<file path="src/rtl/cordic_atan2_if.sv">
// cordic_atan2_if: sample in / result out handshake bundle.
// master produces samples and consumes results; slave is the core.
interface cordic_atan2_if #(
  parameter int IN_W = 10
);
  logic                   in_valid;
  logic                   in_ready;
  logic signed [IN_W-1:0] x;
  logic signed [IN_W-1:0] y;
  logic                   out_valid;
  logic                   out_ready;
  logic [11:0]            degree;
  logic [IN_W-1:0]        mag;

  modport master (
    output in_valid, x, y, out_ready,
    input  in_ready, out_valid, degree, mag
  );

  modport slave (
    input  in_valid, x, y, out_ready,
    output in_ready, out_valid, degree, mag
  );
endinterface

</file>
<file path="src/rtl/cordic_atan2.sv">
// cordic_atan2: pipelined vectoring CORDIC, atan2 in 0.1 deg + magnitude.
// One global advance enable stalls every stage under backpressure.
module cordic_atan2 #(
  parameter int IN_W = 10,
  parameter int ITER = 12,
  parameter int FRAC = 8
) (
  input logic          clk,
  input logic          rst_n,
  cordic_atan2_if.slave bus
);
  // x/y keep IN_W+2 integer bits plus GB guard fraction bits so that
  // small vectors still converge instead of stalling on y = -1 LSB.
  localparam int GB = 16;
  localparam int W  = IN_W + 2 + GB;
  localparam int AW = 13 + FRAC;
  localparam int KB = 24;
  localparam int PW = W + KB;

  // 0.607253 (CORDIC 1/gain) with KB fraction bits
  localparam logic [KB-1:0] KC = 24'd10188014;
  localparam logic signed [AW-1:0] A180 = AW'(1800 << FRAC);
  localparam logic signed [AW-1:0] AHALF = AW'(1 << (FRAC - 1));
  localparam logic [PW-1:0] MHALF =
    {{(PW-1){1'b0}}, 1'b1} << (GB + KB - 1);
  localparam logic [PW-1:0] MMAX =
    {{(PW-IN_W){1'b0}}, {IN_W{1'b1}}};

  // atan(2^-i) in 0.1 deg, scaled by 2^16, rounded
  localparam longint T16 [16] = '{
    29491200, 17409672, 9198793, 4669451,
    2343786,  1173036,  586661,  293348,
    146676,   73339,    36669,   18335,
    9167,     4584,     2292,    1146
  };

  function automatic logic signed [AW-1:0] tab(input int i);
    longint v;
    v = T16[i];
    if (FRAC < 16)
      v = (v + (64'sd1 <<< (15 - FRAC))) >>> (16 - FRAC);
    return AW'(v);
  endfunction

  logic                   ce;
  logic signed [W-1:0]    xs [ITER+1];
  logic signed [W-1:0]    ys [ITER+1];
  logic signed [AW-1:0]   as [ITER+1];
  logic                   vs [ITER+1];
  logic                   zs [ITER+1];
  logic signed [W-1:0]    nx [ITER];
  logic signed [W-1:0]    ny [ITER];
  logic signed [AW-1:0]   na [ITER];
  logic signed [W-1:0]    xe;
  logic signed [W-1:0]    ye;
  logic signed [AW-1:0]   ang;
  logic [PW-1:0]          prod;
  logic [PW-1:0]          mr;
  logic [11:0]            deg_c;
  logic [IN_W-1:0]        mag_c;
  logic                   ov;
  logic [11:0]            deg_q;
  logic [IN_W-1:0]        mag_q;

  assign ce            = !ov || bus.out_ready;
  assign bus.in_ready  = ce;
  assign bus.out_valid = ov;
  assign bus.degree    = deg_q;
  assign bus.mag       = mag_q;

  // widen inputs into the guarded datapath
  always_comb begin
    xe = {{2{bus.x[IN_W-1]}}, bus.x, {GB{1'b0}}};
    ye = {{2{bus.y[IN_W-1]}}, bus.y, {GB{1'b0}}};
  end

  // micro-rotation arithmetic, driving y toward zero
  always_comb begin
    for (int i = 0; i < ITER; i++) begin
      if (!ys[i][W-1]) begin
        nx[i] = xs[i] + (ys[i] >>> i);
        ny[i] = ys[i] - (xs[i] >>> i);
        na[i] = as[i] + tab(i);
      end else begin
        nx[i] = xs[i] - (ys[i] >>> i);
        ny[i] = ys[i] + (xs[i] >>> i);
        na[i] = as[i] - tab(i);
      end
    end
  end

  // round/wrap the angle and apply the gain correction to x
  always_comb begin
    ang = (as[ITER] + AHALF) >>> FRAC;
    if (ang < 0)
      ang = ang + AW'(3600);
    if (ang == AW'(3600))
      ang = '0;
    deg_c = ang[11:0];
    prod  = {{KB{1'b0}}, xs[ITER]} * {{W{1'b0}}, KC};
    mr    = (prod + MHALF) >> (GB + KB);
    if (mr > MMAX)
      mag_c = '1;
    else
      mag_c = mr[IN_W-1:0];
    // (0,0) would otherwise sum every table entry
    if (zs[ITER]) begin
      deg_c = '0;
      mag_c = '0;
    end
  end

  // pipeline registers; ce advances all stages together
  always_ff @(posedge clk or negedge rst_n) begin
    if (!rst_n) begin
      for (int k = 0; k <= ITER; k++) begin
        vs[k] <= 1'b0;
        zs[k] <= 1'b0;
        xs[k] <= '0;
        ys[k] <= '0;
        as[k] <= '0;
      end
      ov    <= 1'b0;
      deg_q <= '0;
      mag_q <= '0;
    end else if (ce) begin
      vs[0] <= bus.in_valid;
      zs[0] <= (bus.x == '0) && (bus.y == '0);
      xs[0] <= bus.x[IN_W-1] ? -xe : xe;
      ys[0] <= bus.x[IN_W-1] ? -ye : ye;
      as[0] <= bus.x[IN_W-1] ? A180 : '0;
      for (int i = 0; i < ITER; i++) begin
        vs[i+1] <= vs[i];
        zs[i+1] <= zs[i];
        xs[i+1] <= nx[i];
        ys[i+1] <= ny[i];
        as[i+1] <= na[i];
      end
      ov    <= vs[ITER];
      deg_q <= deg_c;
      mag_q <= mag_c;
    end
  end
endmodule
</file>
<file path="src/flat_wrapper.sv">
// flat-port wrapper written by rule: the top's interface ports become plain ports
module cordic_atan2_flat 
#(
  parameter int IN_W = 10,
  parameter int ITER = 12,
  parameter int FRAC = 8
)
  (clk, rst_n, bus_in_valid, bus_x, bus_y, bus_out_ready, bus_in_ready, bus_out_valid, bus_degree, bus_mag);
  cordic_atan2_if #(.IN_W(IN_W)) bus_i ();
  input logic clk;
  input logic rst_n;
  input wire logic [$bits(bus_i.in_valid)-1:0] bus_in_valid;
  input wire logic [$bits(bus_i.x)-1:0] bus_x;
  input wire logic [$bits(bus_i.y)-1:0] bus_y;
  input wire logic [$bits(bus_i.out_ready)-1:0] bus_out_ready;
  output wire logic [$bits(bus_i.in_ready)-1:0] bus_in_ready;
  output wire logic [$bits(bus_i.out_valid)-1:0] bus_out_valid;
  output wire logic [$bits(bus_i.degree)-1:0] bus_degree;
  output wire logic [$bits(bus_i.mag)-1:0] bus_mag;
  assign bus_i.in_valid = bus_in_valid;
  assign bus_i.x = bus_x;
  assign bus_i.y = bus_y;
  assign bus_i.out_ready = bus_out_ready;
  assign bus_in_ready = bus_i.in_ready;
  assign bus_out_valid = bus_i.out_valid;
  assign bus_degree = bus_i.degree;
  assign bus_mag = bus_i.mag;
  cordic_atan2 #(.IN_W(IN_W), .ITER(ITER), .FRAC(FRAC)) u_core (.clk(clk), .rst_n(rst_n), .bus(bus_i));
endmodule
</file>
<file path="config.mk">
export PLATFORM = sky130hd
export DESIGN_NAME = cordic_atan2_flat
export DESIGN_NICKNAME = d
export VERILOG_FILES = /design/src/rtl/cordic_atan2_if.sv /design/src/rtl/cordic_atan2.sv /design/src/flat_wrapper.sv
export SDC_FILE = /design/constraint.sdc
export NUM_CORES = 2
export LEC_CHECK = 0
export BUFFER_PORTS_ARGS = -buffer_cell sky130_fd_sc_hd__buf_4
export CORE_ASPECT_RATIO = 0.8
export CORE_MARGIN = 2
export CORE_UTILIZATION = 53
export DETAILED_ROUTE_END_ITERATION = 10
export PLACE_DENSITY = 0.81
export SLEW_MARGIN = 20
export SYNTH_ARGS = -nofsm -noshare
export SYNTH_HDL_FRONTEND = slang
export SYNTH_SLANG_ARGS = --single-unit
</file>
<file path="constraint.sdc">
create_clock -name clk -period 8.1 [get_ports clk]
set_clock_uncertainty 0.15 [all_clocks]
set_input_delay 0 -clock clk [delete_from_list [all_inputs] [get_ports clk]]
set_output_delay 0 -clock clk [all_outputs]
set_load 0.02 [all_outputs]
</file>
==> metrics.md <==
| Metric | Value |
|---|---|
| Run status | completed |
| Post-synth top cells | nor2_1 (981), a21oi_1 (979), ha_1 (957), nand2_1 (807), dfrtp_1 (800) |
| Die Height | 346 um |
| Crit-path max cell delay | 0.54 ns |
| Ys flop type | dfrtp_1 |
| CTS root buffer | clkbuf_16 |
| Die W | roughly 430 um |
| Share of the synthesized area in the top cell type | 0.258 |
| Avg Inst Size Synth | 8.51 um2 |
| Via-to-Cell Ratio | 5.87 |
| Netlist cell types | 93 |
| Vias in the first global route | 63.5k |
| Final hold viol count | 0 |
| Initial Utilization | 0.534 |
| Hold Startpoint | bus_x[8] |
| PortBufs | 47 |
| Crit path required time | 8.53 ns |
| Max Cap Viol | 0 |
| Register area share after synthesis | 0.258 |
| CTS tree | yes |
| Layout cells sized above 1 | 0.0466 |
| Hold Path Stages | 4 |
| Yosys reg bits | 800 |
| FF-to-FF Start | u_core.xs[12]$_DFFE_PN0P_ |
| Hold Crit Class | input pin to register |
| First-pass DRT Iterations | 6 |
| Row Count | between 100 and 150 |
| Initial antenna violation count | 1 |
| Insertion delay to the later sink of the worst-skew pair | 0.73 ns |
| Count leader, synth | nor2_1 |
| Gr ovfl total | 0 |
| Fin crit share | 0.968 |
| H-tree levels | 3 |
| Final setup fails | 0 |
| Die area | 150000 um2 |
| Cts bufs inserted | 88 |
| Fmax | 128 MHz |
| Vias | 65.3k |
| Worst Hold Endpoint | u_core.xs[360]$_DFFE_PN0P_ |
| Tmin final | 7.84 ns |
| Non-Filler Instances | 11.1k |
| Syn nets | 10.4k |
| HPWL after detailed placement | 156 mm |
| Core Region | 145000 um2 |
| Drt initial violations | between 5k and 6k |
| Reg-to-Reg End | u_core.bus.mag[1]$_DFFE_PN0P_ |
| I/O Pins | 48 |
| Avg WL per Cell | 18.3 um |
| DRT Wirelength | 204 mm |
| Antenna cells | 0 |
| Slew Viols, Final | 0 |
| NumNets Final | 10.5k |
| Multi-input gate area | 53700 um2 |
| Critical Path Fanout Max | 9 |
| Synthesized area | 77600 um2 |
| Reg clk slew, reported paths | about 0.07 ns |
| Synth warn | 0 |
| WP data arrival | roughly 8.3 ns |
| R2R depth | 29 |
| Dpl cells | 10.9k |
| Post-synth top area cell | dfrtp_1 |
| Synth top area cells | dfrtp_1 (26%), ha_1 (15%), fa_1 (8.8%) |
| Slew headroom | 0.328 |
| Async set or reset register ratio after synthesis | 1.00 |
| GP Congestion | 0.975 |
| Max clock buf depth | 3 |
| CP Capture Type | register |
| FF/Latch Area | 20000 um2 |
| Largest net degree at the start of global routing | 204 |
| DRT antenna net count | 0 |
| Gr usage total | 0.271 |
| R2r setup slk | approximately 0.26 ns |
| Slowest library cell on the worst path | fa_1 |
| Post-synth EDFFs | 0 |
| Area grow syn2layout | 8.32% |
| Worst Tran Pin Value | ~1 ns |
| Syn Inst Count | 9122 |
| Worst setup SP type | register |
| Fill count | 12.5k |
| # clock sinks | 800 |
| CP startpoint | u_core.xs[12]$_DFFE_PN0P_ |
| First-pass GRT wire length | 334 mm |
| Worst setup path category | register to register |
| DR DRC count | 0 |
## worst max-delay path: cells and delay by family, from the launching register on
| kind | cells | cell delay [ns] |
|---|---|---|
| AO/OA/AOI/OAI | 6 | 1.24 |
| AND/OR/NAND/NOR | 5 | 1.00 |
| buffers and inverters | 9 | 0.94 |
| XOR/XNOR | 1 | 0.21 |
| adder cells (fa/ha/maj) | 8 | 3.72 |
| flip-flops | 1 | 0.41 |
## placed cells by master (no fill, tap or decap), types with 87 or more instances in the layout
cell type and n:
nand2b_1 92, nor2b_1 96, o21ai_0 503, nand2_1 806
a21o_1 176, ha_1 956, nor2_1 980, xnor2_1 526
clkbuf_16 90, a21oi_1 977, dfrtp_1 787, fa_1 340
nand3_1 87, inv_1 779, o21bai_1 89, xor2_1 421
buf_4 124, nor3_1 217
## cells by family (layout without fill, tap and decap cells)
family | count (synthesis) | count (layout) | synth area share
adders and majority gates | 1297 | 1297 | 0.242
and+or+nand+nor | 2663 | 2663 | 0.155
muxes | 51 | 51 | 0.00695
xor gates and xnor gates | 947 | 947 | 0.107
DFF | 800 | 800 | 0.258
buffers and inverters | 1051 | 1151 | 0.0511
AOI/OAI and AO/OA | 2313 | 2313 | 0.180
## worst max path at each step
stage | end
floorplan | u_core.bus.mag[9]$_DFFE_PN0P_
global placement | u_core.bus.mag[1]$_DFFE_PN0P_
detailed placement | u_core.bus.mag[1]$_DFFE_PN0P_
CTS | u_core.bus.mag[1]$_DFFE_PN0P_
global route | u_core.bus.mag[1]$_DFFE_PN0P_
finish | u_core.bus.mag[1]$_DFFE_PN0P_
## metrics by stage
stage	TNS, ns	util	cell area (um2)	hold WS (ns)	worst slack [ns]
floorplan	0	-	77600	-0.446	0.572
global placement	0	0.550	79900	-0.0196	0.301
detailed placement	0	0.550	79900	-0.0143	0.0968
CTS	0	0.576	83700	0.00956	0.0346
global route	-0.145	0.579	84100	0.0750	-0.0305
finish	0	0.579	84100	0.0825	0.263
## per-layer routing
| layer | track usage | vias up | routed length [um] |
|---|---|---|---|
| met4 | 0.0548 | 0 | 4070 |
| met3 | 0.0327 | 293 | 11800 |
| met2 | 0.434 | 1845 | 93900 |
| li1 | - | 31400 | - |
| met1 | 0.393 | 31700 | 94000 |
| met5 | 0 | - | 0 |
## cell type report
| class | count | area share |
|---|---|---|
| Timing Repair Buffer | 199 | 0.0211 |
| Clock buffer | 116 | 0.0295 |
| Tap cell | 1905 | 0.0284 |
| Multi-Input combinational cell | 7271 | 0.639 |
| Clock inverter | 43 | 0.00798 |
| Inverter | 793 | 0.0358 |
| Sequential cell | 800 | 0.238 |
## state kept, by name, summed over array words and instances (netlist names)
| name | cells |
|---|---|
| u_core.bus.degree | 12 |
| u_core.zs | 13 |
| u_core.vs | 13 |
| u_core.bus.mag | 10 |
| u_core.ys | 245 |
| u_core.as | 222 |
| u_core.xs | 284 |
| u_core.bus.out_valid | 1 |
## what timing repair did
action | in CTS | in global routing
setup endpoints to repair | 0 | 10
gates resized for setup | 0 | 39
setup buffers | 0 | 26
endpoints found under the hold margin | 391 | 0
hold buffers | 66 | 0
Power is not shown: default switching activity piles up to over one toggle a cycle in this logic, so the estimate is an artifact.
